==> config.mk <==
export PLATFORM = sky130hd
export DESIGN_NAME = pipe_hazard_ctrl
export DESIGN_NICKNAME = d
export VERILOG_FILES = /design/src/rtl/pipe_hazard_ctrl.sv
export SDC_FILE = /design/constraint.sdc
export NUM_CORES = 1
export LEC_CHECK = 0
export CORE_MARGIN = 10
export CORE_UTILIZATION = 40
export CTS_BUF_LIST = sky130_fd_sc_hd__clkbuf_4 sky130_fd_sc_hd__clkbuf_8 sky130_fd_sc_hd__clkbuf_16
export DETAILED_ROUTE_END_ITERATION = 8
export GPL_TIMING_DRIVEN = 0
export PLACE_DENSITY = 0.69
export REMOVE_ABC_BUFFERS = 1
export SETUP_SLACK_MARGIN = 0.2
export SKIP_LAST_GASP = 1
export SYNTH_ARGS = -nofsm -noshare
export SYNTH_HDL_FRONTEND = slang
export SYNTH_SLANG_ARGS = --single-unit
==> constraint.sdc <==
create_clock -name clk -period 5.85 [get_ports clk]
set_clock_uncertainty 0.1 [all_clocks]
set_input_delay 1.4625 -clock clk [delete_from_list [all_inputs] [get_ports clk]]
set_output_delay 1.4625 -clock clk [all_outputs]
set_load 0.005 [all_outputs]
==> src/rtl/pipe_hazard_ctrl.sv <==
// Hazard and forwarding controller for the 5-stage RISC-V pipeline.
// `HAZARD_FWD_EN selects EX-operand forwarding; without it every RAW on E/M stalls D.
module pipe_hazard_ctrl #(
  parameter int unsigned CNT_WIDTH = 32
) (
  input  logic                 clk,
  input  logic                 rst_n,
  input  logic [4:0]           Rs1D,
  input  logic [4:0]           Rs2D,
  input  logic                 UseRs1D,
  input  logic                 UseRs2D,
  input  logic [4:0]           RdD,
  input  logic                 RegWriteD,
  input  logic                 ResultSrcD,
  input  logic                 PCSrcE,
  output logic                 StallF,
  output logic                 StallD,
  output logic                 FlushD,
  output logic                 FlushE,
  output logic [1:0]           ForwardAE,
  output logic [1:0]           ForwardBE,
  output logic [CNT_WIDTH-1:0] StallCnt,
  output logic [CNT_WIDTH-1:0] FlushCnt
);

  typedef struct packed {
    logic       valid;
    logic [4:0] rd;
    logic       regwrite;
    logic       load;
    logic [4:0] rs1;
    logic [4:0] rs2;
  } slot_t;

  slot_t e_q, e_d;
  slot_t m_q, m_d;
  slot_t w_q, w_d;

  logic [CNT_WIDTH-1:0] stall_cnt_q, stall_cnt_d;
  logic [CNT_WIDTH-1:0] flush_cnt_q, flush_cnt_d;

  logic       stall_hit;
  logic       hold;
  logic [1:0] fwd_a;
  logic [1:0] fwd_b;
  logic       unused_w;

  function automatic logic is_writer(input slot_t s);
    return s.valid && s.regwrite && (s.rd != 5'd0);
  endfunction

  function automatic logic src_match(input logic use_rs, input logic [4:0] rs, input slot_t s);
    return use_rs && (rs != 5'd0) && (rs == s.rd) && is_writer(s);
  endfunction

`ifdef HAZARD_FWD_EN
  // M is checked first so the newest in-flight value wins over W.
  function automatic logic [1:0] fwd_sel(input logic [4:0] rs, input slot_t m, input slot_t w);
    if (rs == 5'd0)                          return 2'b00;
    else if (rs == m.rd && is_writer(m))     return 2'b10;
    else if (rs == w.rd && is_writer(w))     return 2'b01;
    else                                     return 2'b00;
  endfunction
`endif

  always_comb begin
    stall_hit = 1'b0;
    fwd_a     = 2'b00;
    fwd_b     = 2'b00;
`ifdef HAZARD_FWD_EN
    stall_hit = e_q.load &&
                (src_match(UseRs1D, Rs1D, e_q) || src_match(UseRs2D, Rs2D, e_q));
    fwd_a     = fwd_sel(e_q.rs1, m_q, w_q);
    fwd_b     = fwd_sel(e_q.rs2, m_q, w_q);
`else
    // W needs no check: the register file is write-first.
    stall_hit = src_match(UseRs1D, Rs1D, e_q) || src_match(UseRs2D, Rs2D, e_q) ||
                src_match(UseRs1D, Rs1D, m_q) || src_match(UseRs2D, Rs2D, m_q);
`endif
  end

  always_comb begin
    hold      = stall_hit && !PCSrcE;
    StallF    = 1'b0;
    StallD    = 1'b0;
    FlushD    = 1'b0;
    FlushE    = 1'b0;
    ForwardAE = 2'b00;
    ForwardBE = 2'b00;
    if (rst_n) begin
      StallF    = hold;
      StallD    = hold;
      FlushD    = PCSrcE;
      FlushE    = PCSrcE || hold;
      ForwardAE = fwd_a;
      ForwardBE = fwd_b;
    end
  end

  always_comb begin
    if (FlushE) begin
      e_d = '0;
    end else begin
      e_d.valid    = 1'b1;
      e_d.rd       = RdD;
      e_d.regwrite = RegWriteD;
      e_d.load     = ResultSrcD;
      e_d.rs1      = Rs1D;
      e_d.rs2      = Rs2D;
    end
    m_d         = e_q;
    w_d         = m_q;
    stall_cnt_d = stall_cnt_q + (StallD ? CNT_WIDTH'(1) : '0);
    flush_cnt_d = flush_cnt_q + (PCSrcE ? CNT_WIDTH'(1) : '0);
  end

  always_ff @(posedge clk) begin
    if (!rst_n) begin
      e_q         <= '0;
      m_q         <= '0;
      w_q         <= '0;
      stall_cnt_q <= '0;
      flush_cnt_q <= '0;
    end else begin
      e_q         <= e_d;
      m_q         <= m_d;
      w_q         <= w_d;
      stall_cnt_q <= stall_cnt_d;
      flush_cnt_q <= flush_cnt_d;
    end
  end

  always_comb begin
    StallCnt = stall_cnt_q;
    FlushCnt = flush_cnt_q;
    unused_w = ^w_q;
  end

endmodule
## After elaboration in Yosys (flattened, before gate mapping)

Index checks and enable logic that the tools add are counted.

- Multipliers: 0
- Equality and inequality tests: 4
- Multiplexer cells: 6
- Divide/modulo/power cells: 0
- Bitwise logic cells: 1
- $add $sub $neg: 2
- Shifts and indexed selects: 0
- Reduce and logical (&&, ||, !) cells: 25
- Order comparisons: 0

Operator list:

| kind | number |
|---|---|
| $add 32x1->32 | 2 |
| $eq 5x5->1 | 4 |
| $reduce_bool 5->1 | 4 |
| $mux 18 | 1 |
| $logic_and 1x1->1 | 15 |
| $mux 1 | 5 |
| $logic_or 1x1->1 | 4 |
| $reduce_or 2->1 | 1 |
| $logic_not 1->1 | 1 |
| $not 1->1 | 1 |

- Input bits: 22
- ROM bits: 0
- Register bits after elaboration: 78
- RAM bits: 0
- Word-level logic and storage cells: 46
- Output and inout port bits: 72
- Memories: 0
- Latch bits: 0

## Depth between registers and ports, before layout

Gate-level depths: netlist of run 1.

- Word-level depth: 11
- Mapped depth: 12
- Mapped depth without buffers: 12

## Worst setup path before layout of run 1

No wires, ideal clock.

- Path type: input -> output
- From: in Rs1D[1]
- To: out StallF
- Path buffers: 1
- Arrival time: 2810 ps
- Setup slack: 1478 ps
- Stages: 6
- Cell sequence: xor2_1 -> nor3_1 -> nand3_1 -> o31ai_1 -> o21a_1 -> buf_4

- Longest elaborated chain between the ends: 9
- Elaborated cells between the ends (all ways): 13
- Those cells by class: 2 x eq/ne; 1 x mux; 10 x reduce/logical

RTL lines:

| element | line | RTL |
|---|---|---|
| start, declared | 8 | `input logic [4:0] Rs1D,` |
| $reduce_bool 5->1 | 53 | `return use_rs && (rs != 5'd0) && (rs == s.rd) && is_writer(s);` |
| $logic_and 1x1->1 (3 in a row) | 53 |  |
| $logic_or 1x1->1 | 77 | `stall_hit = src_match(UseRs1D, Rs1D, e_q) \|\| src_match(UseRs2D, Rs2D, e_q) \|\|` |
| $logic_or 1x1->1 (*) | 77 |  |
| $logic_or 1x1->1 (*) | 78 | `src_match(UseRs1D, Rs1D, m_q) \|\| src_match(UseRs2D, Rs2D, m_q);` |
| $logic_and 1x1->1 (*) | 83 | `hold = stall_hit && !PCSrcE;` |
| $mux 1 (*) | - |  |
| end, declared | 16 | `output logic StallF,` |

Mark *: on every way between the ends. The rest lies on a longest branch, timed or not.

## Final worst setup path of run 1

- From: in Rs1D[0]
- To: out FlushE

- Longest elaborated chain between the ends: 10
- Elaborated cells between the ends (all ways): 14
- Those cells by class: 2 x eq/ne; 1 x mux; 11 x reduce/logical

RTL lines:

| element | line | RTL |
|---|---|---|
| $reduce_bool 5->1 | 53 |  |
| $logic_and 1x1->1 (3 in a row) | 53 |  |
| $logic_or 1x1->1 | 77 |  |
| $logic_or 1x1->1 (*) | 77 |  |
| $logic_or 1x1->1 (*) | 78 |  |
| $logic_and 1x1->1 (*) | 83 |  |
| $logic_or 1x1->1 (*) | 94 | `FlushE = PCSrcE \|\| hold;` |
| $mux 1 (*) | 90 | `if (rst_n) begin` |
| end, declared | 19 | `output logic FlushE,` |

Marked as above.

==> results, run 1 <==
- The total area inside the core boundary comes to around 8600 sq um.
- After synthesis the cells add up to between 3000 and 4000 sq um.
- During I/O placement, the number of pins put on the boundary was 94.
- The aggregate global-route resource usage is 0.130.
- For this design the static power due to leakage is 1.61 nW.
- The maximum net fanout on the critical path is 9.
- Ranked by total cell area, the synthesized netlist is headed by sky130_fd_sc_hd__dfxtp_1, sky130_fd_sc_hd__xnor2_1, sky130_fd_sc_hd__xor2_1, sky130_fd_sc_hd__nor2_1, sky130_fd_sc_hd__nor3_1.
- In this run the critical register-to-register path is captured at StallCnt[30].
- The number of buffers between clock root and the deepest sink is 2.
- In this run the power spent charging and discharging nets is between 0.0002 and 0.00025 W.
- Entering global routing, the biggest net connects slightly above 60 pins.
- The number of cells on the worst hold path is 1.
- The average cell area after synthesis is roughly 8.8 sq um.
- Before CTS, the worst setup slack after placement is -0.250 ns.
- The worst path setup slack after routing is between 0.3 and 0.4 ns.
- The leftover overflow at the end of global routing is 0.
- The share of cells above drive strength 1 is 0.0428.
- The startpoint type of the worst setup path is an input port.
- The design internal power is between 0.0008 and 0.0009 W.
- The number of antenna violations at the first check in global routing is 0.
- The wire length of the first global-routing pass is ~14 mm.
- After detailed routing, the number of vias per cell comes to about 5.1.
- The kind of cell with the highest combined delay along the critical path is buffers and inverters.
- Yosys printed 0 warnings.
- The critical path in this run is classified as in -> out.
- Subtracting the final worst setup slack from the clock period gives ~5.5 ns.
- The half-perimeter wire length after detailed placement is about 6.3 mm.
- Max-cap violations in this run came to 0.
- The diode insertion count for antenna repair is 0.
- In this run the power density over the cells is approximately 230 nW/um^2.
- For this block, the initial DRC count from the detailed router was 119.
- The proportion of synthesized flip-flops having asynchronous set or reset is 0.
- The clock tree from TritonCTS is built.
- The commonest cells after synthesis are sky130_fd_sc_hd__dfxtp_1, sky130_fd_sc_hd__nor2_1, sky130_fd_sc_hd__xnor2_1.
- The largest individual stage delay along the critical path comes from the cell sky130_fd_sc_hd__or4_1.
- The first TritonRoute pass finished after 4 iterations.
- The worst-case IR drop observed on VDD is 0.0985 mV.
- At the pin with the least slew margin, the transition time is between 0.7 and 0.8 ns.
- The share of the clock period used by the worst path after layout is 0.935.
- Of all cell types, the one taking the most synthesized area is sky130_fd_sc_hd__dfxtp_1.
- The flip-flop and latch count after synthesis is a little under 80.
- The congestion estimate from routability-driven global placement came to 0.825.
- The final core utilization is 0.548.
- The clock root buffer master is sky130_fd_sc_hd__clkbuf_8.
- The number of nets with antenna violations after routing is 0.
- In the routed design, unresolved DRC markers number 0.
- The hold path startpoint is e_q[17].
- sky130_fd_sc_hd__dfxtp_1 is the most common cell in the netlist.
- The share of total power dissipated in sequential elements is 0.497.
- The worst register-to-register path has a setup slack of roughly 2.5 ns.
- Data on the critical path arrives at its endpoint at ~3.9 ns.
- Setup repair after global routing left no endpoint under its margin.
- In this run the vertical extent of the chip is 114 um.
- The routed via count is approximately 3,000.
- The x dimension of the die is ~110 um.
- The CTS clock-pin slew for the worst setup and hold paths is approximately 0.080 ns.
- The floorplan die area is roughly 13,000 sq um.
- The final number of hold-violating endpoints is 0.
- The critical path data required time is 4.29 ns.
- Of the total power, the share spent switching nets is 0.205.
- The flow ran to the end, and the final reports show no timing, DRC or antenna violations.
- The remaining max-slew budget at the tightest pin is 0.532.
- The combinational power share is 0.046.
- The number of enable flip-flop cells after synthesis is 0.
- Row generation in the floorplan step produced 34 rows.
- The number of endpoints failing setup at the final stage is 0.
- The count of buffers added on input and output ports is between 80 and 90.
- The reg-to-reg startpoint is m_q[16].
- The average routed wire per standard cell is 14.3 um.
- The total power is approximately 0.0011 W.
- The class of the worst hold path is reg -> reg.
- Of the total power, the clock network draws 0.456.
- The number of global-route vias before repair is 2,971.
- The maximum achievable frequency is around 180 MHz.
- For the worst-skew pair, the clock arrives at the later sink with an insertion delay of between 0.3 and 0.4 ns.
- The number of hold buffers added after CTS was 0.
- In the synthesized netlist, the number of instances is approximately 400.
- The routed wire length is between 8 and 9 mm.
- Of the synthesized area, sequential elements account for 0.443.
- The number of different library cells used by synthesis comes to 34.
- The count of pins over their slew limit is 0.
- The buffers plus inverters on the worst setup path is 2.
- In the final timing run, aggregate negative setup slack is 0 ns.
- The number of sinks driven by the clock tree is ~80.
- The area growth from synthesis to layout is 34.3%.
- The worst setup path is captured at an output port.
- The cell repeated most along the worst path is sky130_fd_sc_hd__clkdlybuf4s50_1.
- In this run the number of H-tree levels came out at 3.
- The worst hold margin is ~0.37 ns.
- The net count of the finished layout is 512.
- For this configuration, the core starts out at a cell density of 0.408.
- The critical path goes through clkdlybuf4s50_1, or4_1, o21ai_0, nand4b_1, a21oi_1, o31a_1, clkdlybuf4s50_1.
- The share of Yosys cell area claimed by the top area cell type is 0.443.
- The most common flop cell mapped by yosys is sky130_fd_sc_hd__dfxtp_1.
- Counting the buffers created by CTS gives 9.
- The worst hold path terminates at m_q[17].
- The number of cells on the worst reg-to-reg path is 12.
- The delay contributed by the slowest stage of the critical path is roughly 0.55 ns.
-- worst max path at each step --
stage	startpoint	endpoint	slack, ns	cells after the start
final	Rs1D[0]	FlushE	0.38	7
after detailed placement	rst_n	StallD	-0.25	5
after CTS	rst_n	StallD	0.29	5
after global routing	Rs1D[0]	FlushE	0.27	7
after floorplan	rst_n	StallD	1.14	3
after global placement	rst_n	StallD	-1.23	5
-- cells by family (layout without fill, tap and decap cells) --
| logic type | after synthesis | count (layout) | share of synthesized area |
|---|---|---|---|
| AO/OA/AOI/OAI | 22 | 22 | 0.0351 |
| XOR/XNOR | 72 | 72 | 0.179 |
| adder cells (fa/ha/maj) | 4 | 4 | 0.0142 |
| buffers and inverters | 26 | 112 | 0.0337 |
| flip-flops | 78 | 78 | 0.443 |
| multiplexers | 1 | 1 | 0.00284 |
| other | 1 | 4 | 0.00106 |
| AND/OR/NAND/NOR | 198 | 198 | 0.291 |
-- worst reg2reg max path, stage by stage (launching register included) --
cell and delay, ns:
sky130_fd_sc_hd__dfxtp_1 0.34, sky130_fd_sc_hd__xor2_1 0.15, sky130_fd_sc_hd__nor3_1 0.23, sky130_fd_sc_hd__nand4b_1 0.12, sky130_fd_sc_hd__a21oi_1 0.52, sky130_fd_sc_hd__o21a_1 0.27
sky130_fd_sc_hd__ha_1 0.18, sky130_fd_sc_hd__ha_1 0.17, sky130_fd_sc_hd__and2_1 0.23, sky130_fd_sc_hd__nand3_1 0.27, sky130_fd_sc_hd__nor4b_1 0.48, sky130_fd_sc_hd__xnor2_1 0.16
sky130_fd_sc_hd__nor2_1 0.05
-- cells in the final DEF, fill, tap and decap left out, drive strengths merged, types with 3 or more instances in the layout --
| cell | count |
|---|---|
| and3 | 8 |
| nor4 | 10 |
| bufinv | 3 |
| o21ai | 9 |
| and2 | 15 |
| or3 | 7 |
| and4 | 7 |
| inv | 7 |
| xor2 | 27 |
| xnor2 | 45 |
| nand4 | 13 |
| clkbuf | 11 |
| dfxtp | 78 |
| conb | 4 |
| ha | 4 |
| nand3 | 20 |
| a21oi | 8 |
| or4 | 6 |
| clkdlybuf4s50 | 87 |
| nor2 | 57 |
| nor3 | 22 |
| nand2 | 26 |
-- power by group through the flow --
stage,sequential (W),combinational (W),clock [W]
4_1_cts,0.000540,0.0000511,0.000509
3_3_place_gp,0.000552,0.0000494,0
6_report,0.000540,0.0000503,0.000496
3_5_place_dp,0.000553,0.0000502,0
2_1_floorplan,0.000551,0.0000222,0
5_1_grt,0.000541,0.0000556,0.000533
-- per-layer routing --
| layer | share of wire | wire, um | vias up | global-route usage |
|---|---|---|---|---|
| met5 | 0 | 0 | - | 0 |
| met1 | 0.44 | 3750 | 1422 | 0.143 |
| met3 | 0.082 | 699 | 10 | 0.0583 |
| met4 | 0.011 | 98 | 0 | 0.0526 |
| li1 | - | - | 1538 | - |
| met2 | 0.47 | 4010 | 60 | 0.216 |
-- area by class of cell --
cell class	instances	area [sq um]
Fill cell	810	3900
Clock inverter	5	106
Clock buffer	11	145
Tap cell	108	135
Sequential cell	78	1560
Timing Repair Buffer	88	883
Inverter	8	42.5
Multi-Input combinational cell	301	1860
-- stage by stage --
step,area (sq um),std cells
global placement,4460,583
finish,4730,599
global route,4730,599
detailed placement,4460,583
CTS,4730,599
floorplan,3450,387
-- flip-flops by register name, indices dropped and copies added, names as in the netlist --
name and cells:
FlushCnt 32, StallCnt 32, e_q 7, m_q 7
-- what timing repair did --
item | in CTS | in global routing
setup buffers | 0 | 0
gates cloned | 0 | 0
gates resized for setup | 2 | 2
endpoints found under the setup margin | 2 | 3
Power figures use the tool's default switching activity.
==> run 2: changes to the inputs <==
Settings changed: CTS_CLUSTER_SIZE set to 12.
==> results of run 2 <==
Final layout, timing and power as in run 1 (identical DEF).
